<file path="config.mk">
export PLATFORM = sky130hd
export DESIGN_NAME = spike_feeder
export DESIGN_NICKNAME = d
export VERILOG_FILES = /design/src/rtl/spiker_pkg.sv /design/src/rtl/spike_fifo.sv /design/src/rtl/spike_feeder.sv
export SDC_FILE = /design/constraint.sdc
export NUM_CORES = 1
export LEC_CHECK = 0
export ABC_AREA = 1
export CORE_MARGIN = 2
export CORE_UTILIZATION = 25
export CTS_BUF_LIST = sky130_fd_sc_hd__clkbuf_4
export CTS_CLUSTER_DIAMETER = 200
export DETAILED_ROUTE_END_ITERATION = 6
export PLACE_DENSITY = 0.47
export SLEW_MARGIN = 30
export SYNTH_ARGS = -nofsm -noshare
export SYNTH_HDL_FRONTEND = slang
export SYNTH_HIERARCHICAL = 1
export SYNTH_SLANG_ARGS = --single-unit
</file>
<file path="constraint.sdc">
create_clock -name clk -period 4.8 [get_ports clk]
set_input_delay 0.96 -clock clk [delete_from_list [all_inputs] [get_ports clk]]
set_output_delay 0.96 -clock clk [all_outputs]
set_load 0.02 [all_outputs]
</file>
<file path="src/rtl/spiker_pkg.sv">
`default_nettype none
// ============================================================================
//  Module   : spiker_pkg
//  Purpose  : Shared definitions for the spike feeder: frame sequencer state
//             encoding and the default sizing constants.
//  Revision : 1.0 - initial release
// ============================================================================
package spiker_pkg;

    localparam int c_n_in  = 4;   // input spike vector width
    localparam int c_n_out = 2;   // output spike vector width
    localparam int c_depth = 8;   // sample FIFO entries (power of 2, >= 2)
    localparam int c_cnt_w = 8;   // per-output spike counter width

    typedef enum logic [2:0] {
        ST_IDLE   = 3'd0,
        ST_LAUNCH = 3'd1,
        ST_RUN    = 3'd2,
        ST_DRAIN  = 3'd3,
        ST_DONE   = 3'd4
    } state_t;

endpackage
`default_nettype wire

</file>
<file path="src/rtl/spike_fifo.sv">
`default_nettype none
// ============================================================================
//  Module   : spike_fifo
//  Purpose  : Synchronous FIFO with first-word fall-through read data. Also
//             tracks how many stored entries have their MSB (marker bit) set.
//  Ports    : clk, rst_n        - clock, asynchronous active-low reset
//             wr_en, wr_data    - push (ignored while full)
//             rd_en, rd_data    - pop (ignored while empty); rd_data = head
//             full, empty, count- occupancy status
//             mark_avail        - at least one stored entry has MSB = 1
//  Revision : 1.0 - initial release
// ============================================================================
module spike_fifo #(
    parameter int WIDTH = 5,
    parameter int DEPTH = 8
) (
    input  logic                     clk,
    input  logic                     rst_n,
    input  logic                     wr_en,
    input  logic [WIDTH-1:0]         wr_data,
    input  logic                     rd_en,
    output logic [WIDTH-1:0]         rd_data,
    output logic                     full,
    output logic                     empty,
    output logic [$clog2(DEPTH):0]   count,
    output logic                     mark_avail
);

    localparam int c_AW = $clog2(DEPTH);
    localparam logic [c_AW:0] c_FULL = (c_AW+1)'(DEPTH);

    logic [WIDTH-1:0] r_mem [DEPTH];
    logic [c_AW-1:0]  r_wr_ptr;
    logic [c_AW-1:0]  r_rd_ptr;
    logic [c_AW:0]    r_count;
    logic [c_AW:0]    r_mark_cnt;

    logic w_push;
    logic w_pop;
    logic w_push_mark;
    logic w_pop_mark;

    assign full       = (r_count == c_FULL);
    assign empty      = (r_count == '0);
    assign count      = r_count;
    assign mark_avail = (r_mark_cnt != '0);
    assign rd_data    = r_mem[r_rd_ptr];

    assign w_push      = wr_en & ~full;
    assign w_pop       = rd_en & ~empty;
    assign w_push_mark = w_push & wr_data[WIDTH-1];
    assign w_pop_mark  = w_pop  & rd_data[WIDTH-1];

    // Storage is not reset; validity is carried entirely by the pointers.
    always_ff @(posedge clk) begin
        if (w_push) begin
            r_mem[r_wr_ptr] <= wr_data;
        end
    end

    // DEPTH is a power of two, so the pointers wrap naturally.
    always_ff @(posedge clk or negedge rst_n) begin
        if (!rst_n) begin
            r_wr_ptr   <= '0;
            r_rd_ptr   <= '0;
            r_count    <= '0;
            r_mark_cnt <= '0;
        end else begin
            if (w_push) r_wr_ptr <= r_wr_ptr + 1'b1;
            if (w_pop)  r_rd_ptr <= r_rd_ptr + 1'b1;
            r_count    <= r_count + {{c_AW{1'b0}}, w_push} - {{c_AW{1'b0}}, w_pop};
            r_mark_cnt <= r_mark_cnt + {{c_AW{1'b0}}, w_push_mark}
                                     - {{c_AW{1'b0}}, w_pop_mark};
        end
    end

endmodule
`default_nettype wire

</file>
<file path="src/rtl/spike_feeder.sv">
`default_nettype none
// ============================================================================
//  Module   : spike_feeder
//  Purpose  : Buffers host spike samples and feeds them, one per network
//             sample request, into a spiking network; accumulates the
//             network's output spikes per frame.
//  Ports    : clk, rst_n                     - clock, async active-low reset
//             wr_valid/wr_ready/wr_data/wr_last - host sample write port
//             start, sample_ready, ready, sample, in_spikes, out_spikes
//                                            - network handshake and data
//             res_valid, res_counts          - frame done pulse and totals
//             err_underflow                  - sticky sample-underflow flag
//             busy                           - frame in progress
//  Revision : 1.0 - initial release
// ============================================================================
module spike_feeder
    import spiker_pkg::*;
#(
    parameter int N_IN  = c_n_in,
    parameter int N_OUT = c_n_out,
    parameter int DEPTH = c_depth,
    parameter int CNT_W = c_cnt_w
) (
    input  logic                     clk,
    input  logic                     rst_n,
    input  logic                     wr_valid,
    output logic                     wr_ready,
    input  logic [N_IN-1:0]          wr_data,
    input  logic                     wr_last,
    output logic                     start,
    output logic                     sample_ready,
    input  logic                     ready,
    input  logic                     sample,
    output logic [N_IN-1:0]          in_spikes,
    input  logic [N_OUT-1:0]         out_spikes,
    output logic                     res_valid,
    output logic [N_OUT*CNT_W-1:0]   res_counts,
    output logic                     err_underflow,
    output logic                     busy
);

    state_t r_state;
    state_t w_next;

    logic                     r_sample_d;
    logic                     r_rst_done;
    logic                     w_sample_rise;
    logic                     w_launch;
    logic                     w_pop;
    logic                     w_underflow;
    logic                     w_fifo_full;
    logic                     w_fifo_empty;
    logic                     w_mark_avail;
    logic [N_IN:0]            w_rd_data;
    logic [$clog2(DEPTH):0]   w_fifo_count;

    // wr_ready stays low through reset and rises on the first clock after it.
    assign wr_ready      = r_rst_done & ~w_fifo_full;
    assign w_sample_rise = sample & ~r_sample_d;
    assign w_pop         = (r_state == ST_RUN) & w_sample_rise & ~w_fifo_empty;
    // A request while the network is consuming the frame but nothing is queued.
    assign w_underflow   = ((r_state == ST_RUN) | (r_state == ST_DRAIN))
                           & w_sample_rise & w_fifo_empty;

    spike_fifo #(
        .WIDTH (N_IN + 1),
        .DEPTH (DEPTH)
    ) u_fifo (
        .clk        (clk),
        .rst_n      (rst_n),
        .wr_en      (wr_valid & wr_ready),
        .wr_data    ({wr_last, wr_data}),
        .rd_en      (w_pop),
        .rd_data    (w_rd_data),
        .full       (w_fifo_full),
        .empty      (w_fifo_empty),
        .count      (w_fifo_count),
        .mark_avail (w_mark_avail)
    );

    always_ff @(posedge clk or negedge rst_n) begin
        if (!rst_n) begin
            r_state       <= ST_IDLE;
            r_sample_d    <= 1'b0;
            r_rst_done    <= 1'b0;
            in_spikes     <= '0;
            err_underflow <= 1'b0;
        end else begin
            r_state    <= w_next;
            r_sample_d <= sample;
            r_rst_done <= 1'b1;
            if (w_pop) begin
                in_spikes <= w_rd_data[N_IN-1:0];
            end else if (w_underflow || r_state == ST_DONE) begin
                in_spikes <= '0;
            end
            if (w_underflow) begin
                err_underflow <= 1'b1;
            end
        end
    end

    always_comb begin
        w_next       = r_state;
        w_launch     = 1'b0;
        start        = 1'b0;
        busy         = 1'b0;
        res_valid    = 1'b0;
        sample_ready = 1'b0;
        case (r_state)
            ST_IDLE: begin
                // Launch only once a complete frame (its last sample) is queued.
                if (w_mark_avail && ready) begin
                    w_next   = ST_LAUNCH;
                    w_launch = 1'b1;
                end
            end
            ST_LAUNCH: begin
                start        = 1'b1;
                busy         = 1'b1;
                sample_ready = (w_fifo_count != '0);
                if (!ready) w_next = ST_RUN;
            end
            ST_RUN: begin
                busy         = 1'b1;
                sample_ready = (w_fifo_count != '0);
                if (w_pop && w_rd_data[N_IN]) w_next = ST_DRAIN;
            end
            ST_DRAIN: begin
                // The last sample is already on in_spikes when DRAIN is entered.
                busy = 1'b1;
                if (ready) w_next = ST_DONE;
            end
            ST_DONE: begin
                res_valid = 1'b1;
                w_next    = ST_IDLE;
            end
            default: begin
                w_next = ST_IDLE;
            end
        endcase
    end

    // Saturating per-output counters; their value is also the result, so the
    // totals persist until the next launch clears them.
    for (genvar i = 0; i < N_OUT; i++) begin : g_cnt
        logic [CNT_W-1:0] r_cnt;
        logic [CNT_W:0]   w_sum;

        assign w_sum = {1'b0, r_cnt} + {{CNT_W{1'b0}}, out_spikes[i]};

        always_ff @(posedge clk or negedge rst_n) begin
            if (!rst_n) begin
                r_cnt <= '0;
            end else if (w_launch) begin
                r_cnt <= '0;
            end else if (busy) begin
                r_cnt <= w_sum[CNT_W] ? {CNT_W{1'b1}} : w_sum[CNT_W-1:0];
            end
        end

        assign res_counts[i*CNT_W +: CNT_W] = r_cnt;
    end

endmodule
`default_nettype wire

</file>
==> results.md, run 1 <==
- Status: finished clean
- Synth Register Bits: 80
- Layout cell share with drive strength beyond 1: 6.21%
- IO buf count: 37
- Antenna Cells: 0
- Arrival @ worst endpoint: 2.13 ns
- Syn_area_per_cell: 8.84 um^2
- Fin Setup TNS: 0 ns
- Starting density of the core: 25.4%
- Worst setup SP type: flop
- Static leakage: 2.10 nW
- Gr ovfl total: 0
- Dpl cell area: 4590 um^2
- Worst clock skew: 0.0188 ns
- Fill cells: 1707
- Max FO, Critical Path: 9
- Synth area leaders: edfxtp_1, dfrtp_1, nand2_1
- WP data required: 3.84 ns
- Yosys warns: 6
- Sequential area share after synthesis: 54.9%
- Simple-Gate Fraction of Synth Area: 23.6%
- CP Cell Sequence: inv_2 -> nand2_1 -> nor2_2 -> o21ai_0 -> inv_1 -> clkdlybuf4s50_1
- Tmin final: 3.09 ns
- Worst-case clock buffer depth: 2
- WS Path Type: reg2out
- TritonRoute pass-1 iters: 4
- Area share of the largest cell type after synthesis: 29.9%
- Die width: 131 um
- CTS Root Cell: clkbuf_4
- Final Hold Viols: 0
- Worst path slowest cell: clkdlybuf4s50_1
- Core Area: 15800 um^2
- Total global-route track usage: 10.8%
- Synth Area in Compound Gates: 5.93%
- RSZ-0062 raised after global routing: false
- WL final: 8410 um
- Cell variety after synth: 29
- Htree depth: 3
- DRC: 0
- Placer Congestion: 0.770
- Final period utilization: 64.3%
- Antenna viol nets, final: 0
- Critical Path End Type: output pin
- Synth area leader: edfxtp_1
- Post-CTS setup buffer count: 0
- PD cells: 524 nW/um^2
- Worst slew pin tran: 0.782 ns
- Vias in the first global route: 2856
- Post-synthesis mux area share: 0%
- Post-Place Setup Slack: 1.46 ns
- Area of the multi-input gates: 1500 um^2
- Hold Path Class: in2async
- Design area: 4720 um^2
- Hold-fix buffers at CTS: 0
- Chip Height: 131 um
- Rel. slew slack: 47.9%
- Setup violations, final: 0
- Pin count of the biggest net entering global routing: 41
- Max-Cap Viols: 0
- Max stage delay on crit path: 0.60 ns
- Layout area overhead: 17.6%
- WL/cell: 11.8 um
- Slew Limit Fails: 0
- First-pass GRT wire length: 14100 um
- CTS Buf Count: 9
- Clock insertion delay at the later pin of the skew report: 0.46 ns
- Resize count post-CTS: 0
- Initial antenna violation count: 0
- Nets: 525
- Detail Placement HPWL: 6070 um
- CTS sink count: 80
- Via count: 2980
- Main combinational cell family by area after synthesis: simple AND/OR/NAND/NOR gates
- Mapped cell area: 4010 um^2
- DRT iter0 DRCs: 123
- Peak supply drop: 0.000186 V
- Cells after Synth: 454
- Num rows: 46
- CTS tree: yes
- Number of top-level pins: 38
- Final worst slack: 1.71 ns
- Adder-cell share of the synthesized area: 6.30%
- Routed vias/inst: 4.17
- Max Fclk: 0.324 GHz
- Post-Syn Nets: 485
- Reg clk slew, reported paths: 0.14 ns
- Post-Synth XOR/XNOR Area: 1.53%
- FF+latch area: 2200 um^2
- DIE AREA: 17100 um^2
[area by class of cell]
cell class              count  share of cell area, %
well taps                 216                   5.73
multi-input cells         300                   31.9
flip-flops and latches     80                   46.7
repair buffers             38                   7.96
clock inverters             7                   1.17
clock buffers               9                   1.43
inverters                  65                   5.17
[worst max-delay path: cells and delay by family, from the launching register on]
family          cells  cell delay [ns]
compound gates      1             0.13
buf+inv             3             0.83
flops               1             0.44
simple gates        2             0.28
[sequential cells by signal (all words and copies together), names as in the netlist]
signal and cells:
r_state 3, u_fifo/r_mark_cnt 4, u_fifo/r_wr_ptr 3, u_fifo/count 4, u_fifo/r_mem 40, in_spikes 4, err_underflow 1, r_rst_done 1
g_cnt.r_cnt 16, u_fifo/r_rd_ptr 3, r_sample_d 1
[cell families (layout without fill, tap and decap cells)]
| logic type | Yosys count | in the layout |
|---|---|---|
| AOI/OAI and AO/OA | 43 | 43 |
| xor gates and xnor gates | 7 | 7 |
| adders and majority gates | 19 | 19 |
| buffers and inverters | 74 | 119 |
| DFF | 80 | 80 |
| other | 1 | 1 |
| and+or+nand+nor | 230 | 230 |
[synth_stat cells (all sizes together)]
master,instances
nand2,119
nor2,70
inv,64
dfrtp,40
edfxtp,40
nand3,34
o21ai,30
ha,17
buf,9
a21oi,8
o21bai,4
xor2,4
nand4,3
or2,3
xnor2,3
fa,2
a31oi,1
clkinv,1
conb,1
nor3b,1
[metrics by stage]
| stage | power [mW] | util [%] | hold slack (ns) | std cells |
|---|---|---|---|---|
| after global routing | 2.71 | 29.9 | 0.465 | 715 |
| final | 2.47 | 29.9 | 0.463 | 715 |
| after global placement | 2.12 | 29.1 | 0.498 | 699 |
| after detailed placement | 2.14 | 29.1 | 0.500 | 699 |
| after floorplan | 1.79 | - | 0.479 | 454 |
| after CTS | 2.52 | 29.9 | 0.460 | 715 |
[power by group]
group	switching (mW)	total [mW]	internal (mW)
Sequential	0.171	1.05	0.876
Combinational	0.620	1.05	0.433
Clock	0.261	0.374	0.113
[cells in the final DEF (no fill, tap or decap), types with 9 or more instances in the layout]
cell type	instances
dfrtp_1	40
o21ai_0	12
nor2_1	67
o21ai_1	17
edfxtp_1	40
clkbuf_4	9
inv_1	60
nand3_1	32
ha_1	17
clkdlybuf4s50_1	36
nand2_1	118
[path summary, 6_finish.rpt]
check	from	endpoint	slack, ns	cells after the start
max	r_state[2]	sample_ready	1.71	6
min	rst_n	g_cnt[1].r_cnt[6]	0.46	1
max reg2reg	u_fifo/r_rd_ptr[0]	u_fifo/r_mark_cnt[2]	2.02	11
min reg2reg	in_spikes[2]	in_spikes[2]	0.53	2
max in group asynchronous	rst_n	u_fifo/r_mark_cnt[3]	3.95	1
min in group clk	in_spikes[2]	in_spikes[2]	0.53	2
[routing by layer]
metal  wire [um]  up-vias  share of wire, %  global-route usage, %
met5           0        -                 0                      0
met4          99        0               1.2                   3.00
met3         425        7               5.1                   3.54
met2        4120       59                49                   18.5
met1        3770     1393                45                   13.0
li1            -     1521                 -                      -
(Power assumes the default switching activity.)
==> run 2, diff against run 1 <==
Settings changed: PLACE_DENSITY 0.47 to 0.49.
Clock period 4.8 ns to 2.8 ns, I/O delays scaled along.
==> run 2 against run 1 <==
Die area did not move. Wire length is 0.81% higher. Cell count up 1.7%. Worst setup slack got worse by 1.5 ns. Largest power group is now combinational logic. Via count rose by 1.7%. Final area up 2.0%. Critical path type unchanged.
==> results.md, run 2 (synthesized netlist as in run 1, its figures left out) <==
- Status: finished clean
- Num rows: 46 (unchanged)
- Clock insertion delay at the later pin of the skew report: 0.44 ns (-0.02 ns)
- CTS sink count: 80 (unchanged)
- Pin count of the biggest net entering global routing: 41 (unchanged)
- Detail Placement HPWL: 6260 um (+3.1%)
- Antenna Cells: 0 (unchanged)
- Htree depth: 3 (unchanged)
- Reg power frac: 40.7% (-1.6 points)
- Post-CTS setup buffer count: 0 (unchanged)
- Reg2reg path depth: 13 (+2)
- Tmin final: 2.56 ns
- Peak supply drop: 0.000270 V (+45%)
- Initial antenna violation count: 0 (unchanged)
- IO buf count: 37 (unchanged)
- Static leakage: 2.16 nW (+2.9%)
- Via count: 3030 (+1.7%)
- WS Path Type: reg2out
- Critical Path End Type: output pin
- Core Area: 15800 um^2 (unchanged)
- Setup violations, final: 0 (unchanged)
- Switching power: 1.80 mW (+71%)
- Placer Congestion: 0.782 (+1.7%)
- Arrival @ worst endpoint: 2.00 ns (-0.13 ns)
- Max-Cap Viols: 0 (unchanged)
- Max FO, Critical Path: 7 (-2)
- Worst clock skew: 0.0211 ns (+0.00234 ns)
- Most frequent cells in the layout: nand2_1, nor2_1, inv_1, dfrtp_1, edfxtp_1
- Area of the multi-input gates: 1510 um^2 (+0.33%)
- Max Fclk: 0.391 GHz
- Commonest non-fill, non-tap cell in the layout: nand2_1
- Layout area overhead: 20.0%
- Number of top-level pins: 38 (unchanged)
- Die width: 131 um (unchanged)
- R2r startpoint: u_fifo/count[2]
- Sw frac: 42.2% (-0.37 points)
- Logic pwr share: 45.0% (+2.4 points)
- CTS tree: yes
- Nets: 538 (+2.5%)
- CTS Root Cell: clkbuf_4
- Finished Core Util: 30.5% (+0.60 points)
- Routed vias/inst: 4.17 (about the same)
- Final Hold Viols: 0 (unchanged)
- Worst setup SP type: flop
- DIE AREA: 17100 um^2 (unchanged)
- WP data required: 2.24 ns (-1.60 ns)
- Register name with the most flops: u_fifo/r_mem
- Gr ovfl total: 0 (unchanged)
- Slew Limit Fails: 0 (unchanged)
- P_int: 2.47 mW (+74%)
- Reg clk slew, reported paths: 0.13 ns (about the same)
- Worst slew pin tran: 0.554 ns (-0.228 ns)
- Final hold slack: 0.0861 ns (-0.377 ns)
- Clock power frac: 14.3% (-0.8 points)
- TritonRoute pass-1 iters: 4 (unchanged)
- Chip Height: 131 um (unchanged)
- CTS Buf Count: 9 (unchanged)
- Vias in the first global route: 2878 (+0.77%)
- Biggest regs: u_fifo/r_mem x40, g_cnt.r_cnt x16
- Hold Path Class: in2async
- Worst-case clock buffer depth: 2 (unchanged)
- RSZ-0062 raised after global routing: false
- FF+latch area: 2200 um^2 (unchanged)
- R2R Setup Slk: 0.31 ns (-1.71 ns)
- Fin Setup TNS: 0 ns (unchanged)
- Starting density of the core: 25.4% (unchanged)
- WL/cell: 11.7 um (-0.86%)
- Antenna viol nets, final: 0 (unchanged)
- Worst R2R End: u_fifo/r_mark_cnt[2]
- First-pass GRT wire length: 14100 um (+0.39%)
- DRC: 0 (unchanged)
- Layout cell share with drive strength beyond 1: 8.61% (+2.4 points)
- DRT iter0 DRCs: 231 (+88%)
- WL final: 8480 um (+0.81%)
- Final period utilization: 91.3%
- PD cells: 888 nW/um^2 (+69%)
- Largest register FFs: 40 (unchanged)
- Total global-route track usage: 10.7% (-0.042 points)
- Hold-fix buffers at CTS: 0 (unchanged)
- Fill cells: 1687 (-1.2%)
- Rel. slew slack: 63.1% (+15 points)
-- run 2: cell types whose count changed in the layout (fill, tap and decap cells not counted), sizes merged --
cell and delta:
clkdlybuf4s50 -1, buf +13, dlymetal6s2s +1, clkinv -2, clkinvlp +3, inv -2
-- run 2: critical path: stages (launching register included) --
cell and delay [ns]:
dfrtp_1 0.50, nor2_2 0.18, inv_2 0.07, nor2_1 0.14, clkdlybuf4s50_1 0.66
-- run 2: timing repair --
action | in CTS | in global routing
gates resized for setup | 0 | 2
endpoints found under the setup margin | 0 | 1
endpoints found under the hold margin | 0 | 0
-- run 2: per-stage QoR --
step	instances	power (mW)	cell area, um^2	setup slack [ns]
3_5_place_dp	712	3.72	4690	0.0252
5_1_grt	727	4.67	4810	0.127
2_1_floorplan	454	3.06	4010	0.455
3_3_place_gp	712	3.67	4690	0.0451
4_1_cts	727	4.34	4800	0.0429
6_report	727	4.27	4810	0.243
-- run 2: routing by layer --
layer	routed length (um)	GRT usage, %
met5	0	0
met4	108	3.88
met3	386	2.85
met2	4060	17.7
met1	3920	13.6
-- run 2: worst max path at each step --
| stage | end | slack, ns | startpoint | depth (start not counted) |
|---|---|---|---|---|
| detailed placement | u_fifo/count[2] | 0.03 | sample | 13 |
| finish | res_valid | 0.24 | r_state[0] | 4 |
| global placement | u_fifo/count[1] | 0.05 | sample | 13 |
| floorplan | u_fifo/count[2] | 0.46 | u_fifo/count[2] | 15 |
| global route | res_valid | 0.13 | r_state[0] | 4 |
| CTS | sample_ready | 0.04 | r_state[2] | 6 |
-- run 2: final cells by class --
type | instances | share of cell area (%)
Timing Repair Buffer | 51 | 9.88
Inverter | 65 | 5.07
Clock buffer | 9 | 1.40
Sequential cell | 80 | 45.8
Clock inverter | 6 | 0.936
Multi-Input combinational cell | 300 | 31.3
Tap cell | 216 | 5.62
-- run 2: power by group through the flow --
stage,Sequential [mW],Combinational [mW],Clock [mW]
after global placement,1.76,1.92,0
after CTS,1.74,1.96,0.644
after detailed placement,1.77,1.95,0
after global routing,1.78,2.21,0.685
after floorplan,1.80,1.26,0
final,1.74,1.92,0.610
==> run 3, diff against run 2 <==
--- a/config.mk
+++ b/config.mk
@@ -8,2 +8,4 @@
 export ABC_AREA = 1
+export CELL_PAD_IN_SITES_DETAIL_PLACEMENT = 0
+export CELL_PAD_IN_SITES_GLOBAL_PLACEMENT = 1
 export CORE_MARGIN = 2
@@ -13,3 +15,3 @@
 export DETAILED_ROUTE_END_ITERATION = 6
-export PLACE_DENSITY = 0.49
+export PLACE_DENSITY = 0.58
 export SLEW_MARGIN = 30
--- a/constraint.sdc
+++ b/constraint.sdc
@@ -3,2 +3,2 @@
 set_output_delay 0.56 -clock clk [all_outputs]
-set_load 0.02 [all_outputs]
+set_load 0.01 [all_outputs]
==> run 3 against run 2 <==
Critical path type unchanged. Final area is 0.81% higher. Worst setup slack got worse by 0.011 ns. Critical path depth is 2 higher.
==> results.md, run 3 (synthesized netlist as in run 1, its figures left out) <==
- Antenna Cells: 0 (unchanged)
- Reg clk slew, reported paths: 0.16 ns (+0.03 ns)
- Setup violations, final: 0 (unchanged)
- Largest register FFs: 40 (unchanged)
- Core Area: 15800 um^2 (unchanged)
- WP data required: 2.24 ns (about the same)
- Most frequent cells in the layout: nand2_1, nor2_1, inv_1, dfrtp_1, edfxtp_1
- Worst slew pin tran: 0.562 ns (+0.00793 ns)
- CTS Buf Count: 9 (unchanged)
- Total global-route track usage: 11.3% (+0.52 points)
- First-pass GRT wire length: 14800 um (+4.4%)
- Switching power: 1.75 mW (-2.9%)
- Clock power frac: 17.2% (+2.9 points)
- Max stage delay on crit path: 0.52 ns (-0.14 ns)
- Layout area overhead: 20.9%
- Hold Path Class: in2async
- Reg2reg path depth: 13 (unchanged)
- Static leakage: 2.18 nW (+0.82%)
- Chip Height: 131 um (unchanged)
- Fin Setup TNS: 0 ns (unchanged)
- Num rows: 46 (unchanged)
- CTS sink count: 80 (unchanged)
- Via count: 2987 (-1.4%)
- Worst setup SP type: flop
- Register name with the most flops: u_fifo/r_mem
- Antenna viol nets, final: 0 (unchanged)
- Number of top-level pins: 38 (unchanged)
- Max Fclk: 0.389 GHz (-0.44%)
- Sw frac: 40.2% (-2.0 points)
- Rel. slew slack: 62.6% (-0.53 points)
- Critical Path End Type: output pin
- Biggest regs: u_fifo/r_mem x40, g_cnt.r_cnt x16
- Slew Limit Fails: 0 (unchanged)
- Worst R2R End: u_fifo/r_mark_cnt[2]
- Total power: 4.35 mW (+2.0%)
- DRC: 0 (unchanged)
- Die width: 131 um (unchanged)
- Final hold slack: 0.0724 ns (-0.0137 ns)
- Post-CTS setup buffer count: 0 (unchanged)
- Max FO, Critical Path: 9 (+2)
- R2r startpoint: u_fifo/count[2]
- Detail Placement HPWL: 6480 um (+3.6%)
- WS Path Type: reg2out
- Layout cell share with drive strength beyond 1: 8.97% (+0.36 points)
- Max-Cap Viols: 0 (unchanged)
- Worst clock skew: 0.0225 ns (+0.00134 ns)
- Starting density of the core: 25.4% (unchanged)
- CP startpoint: r_state[2]
- Reg power frac: 40.3% (-0.4 points)
- CP Cell Sequence: inv_2 -> nand2_1 -> nor2_2 -> o21ai_0 -> inv_1 -> clkdlybuf4s50_1
- Pin count of the biggest net entering global routing: 41 (unchanged)
- Final Hold Viols: 0 (unchanged)
- Logic pwr share: 42.5% (-2.5 points)
- CTS Root Cell: clkbuf_4
- TritonRoute pass-1 iters: 5 (+1)
- Gr ovfl total: 0 (unchanged)
- Final worst slack: 0.232 ns (-0.0113 ns)
- RSZ-0062 raised after global routing: false
- Status: finished clean
- PD cells: 898 nW/um^2 (+1.2%)
- Peak supply drop: 0.000332 V (+23%)
- WL/cell: 12.0 um (+2.6%)
- Worst Setup EP: sample_ready
- P_int: 2.61 mW (+5.5%)
- Worst path slowest cell: clkdlybuf4s50_1
- Arrival @ worst endpoint: 2.01 ns (about the same)
- Design area: 4850 um^2 (+0.81%)
- Post-Place Setup Slack: 0.0192 ns (-0.00596 ns)
- DRT iter0 DRCs: 125 (-46%)
- Commonest non-fill, non-tap cell in the layout: nand2_1
- R2R Setup Slk: 0.30 ns (about the same)
- Initial antenna violation count: 0 (unchanged)
- IO buf count: 37 (unchanged)
- Tmin final: 2.57 ns (+0.0113 ns)
- Resize count post-CTS: 0 (unchanged)
- Vias in the first global route: 2925 (+1.6%)
- DIE AREA: 17100 um^2 (unchanged)
- Htree depth: 3 (unchanged)
- Dpl cell area: 4700 um^2 (+0.16%)
- CTS tree: yes
- Nets: 539 (+0.19%)
- Routed vias/inst: 4.10 (-1.7%)
- WL final: 8730 um (+2.9%)
- Clock insertion delay at the later pin of the skew report: 0.46 ns (+0.02 ns)
- Final period utilization: 91.7% (+0.40 points)
- Hold-fix buffers at CTS: 0 (unchanged)
- Worst-case clock buffer depth: 2 (unchanged)
- Placer Congestion: 0.778 (-0.58%)
-- run 3: changes by cell type in the layout (fill, tap and decap cells not counted) --
| cell | delta |
|---|---|
| buf_4 | +1 |
| bufinv_16 | +1 |
| clkdlybuf4s50_1 | +1 |
| clkinv_2 | -1 |
| clkinv_4 | -1 |
| clkinvlp_4 | -2 |
| dlymetal6s2s_1 | -1 |
| inv_6 | +3 |
| inv_8 | +1 |
| nor2_2 | +1 |
| nor2_4 | -1 |
-- run 3: stage by stage --
| step | util, % | instances |
|---|---|---|
| after floorplan | - | 454 |
| after detailed placement | 29.8 | 713 |
| after global routing | 30.8 | 729 |
| after global placement | 29.8 | 713 |
| final | 30.8 | 729 |
| after CTS | 30.8 | 729 |
-- run 3: metal layers --
| layer | routed length [um] | vias up | track usage [%] |
|---|---|---|---|
| li1 | - | 1556 | - |
| met1 | 4200 | 1364 | 14.3 |
| met2 | 4040 | 58 | 18.6 |
| met3 | 369 | 9 | 3.01 |
| met4 | 120 | 0 | 3.75 |
| met5 | 0 | - | 0 |
-- run 3: power by group through the flow --
| stage | clock (mW) | combinational, mW | sequential (mW) |
|---|---|---|---|
| 6_report | 0.750 | 1.85 | 1.75 |
| 5_1_grt | 0.840 | 2.15 | 1.80 |
| 4_1_cts | 0.784 | 1.89 | 1.76 |
| 3_5_place_dp | 0 | 1.88 | 1.78 |
| 3_3_place_gp | 0 | 1.86 | 1.77 |
| 2_1_floorplan | 0 | 1.23 | 1.74 |
-- run 3: how the worst min path moves through the flow --
stage                   from           endpoint  slack (ns)  cells after the start
5_1_grt                rst_n  g_cnt[1].r_cnt[0]        0.08                      1
6_report               rst_n  g_cnt[1].r_cnt[5]        0.07                      1
2_1_floorplan          rst_n      err_underflow        0.26                      0
4_1_cts                rst_n  g_cnt[1].r_cnt[5]        0.07                      1
3_3_place_gp   err_underflow      err_underflow        0.48                      1
3_5_place_dp   err_underflow      err_underflow        0.46                      1
-- run 3: final cells by class --
cell class              instances  area [um^2]
multi-input cells             300         1500
fillers                      1686        10900
inverters                      65          244
clock inverters                 7         83.8
repair buffers                 52          480
clock buffers                   9         67.6
flip-flops and latches         80         2200
well taps                     216          270
-- run 3: worst max-delay path: cells and delay by family (launching register included) --
family	cells	cell delay, ns
buffers and inverters	3	0.74
AOI/OAI and AO/OA	1	0.12
DFF	1	0.43
and+or+nand+nor	2	0.26
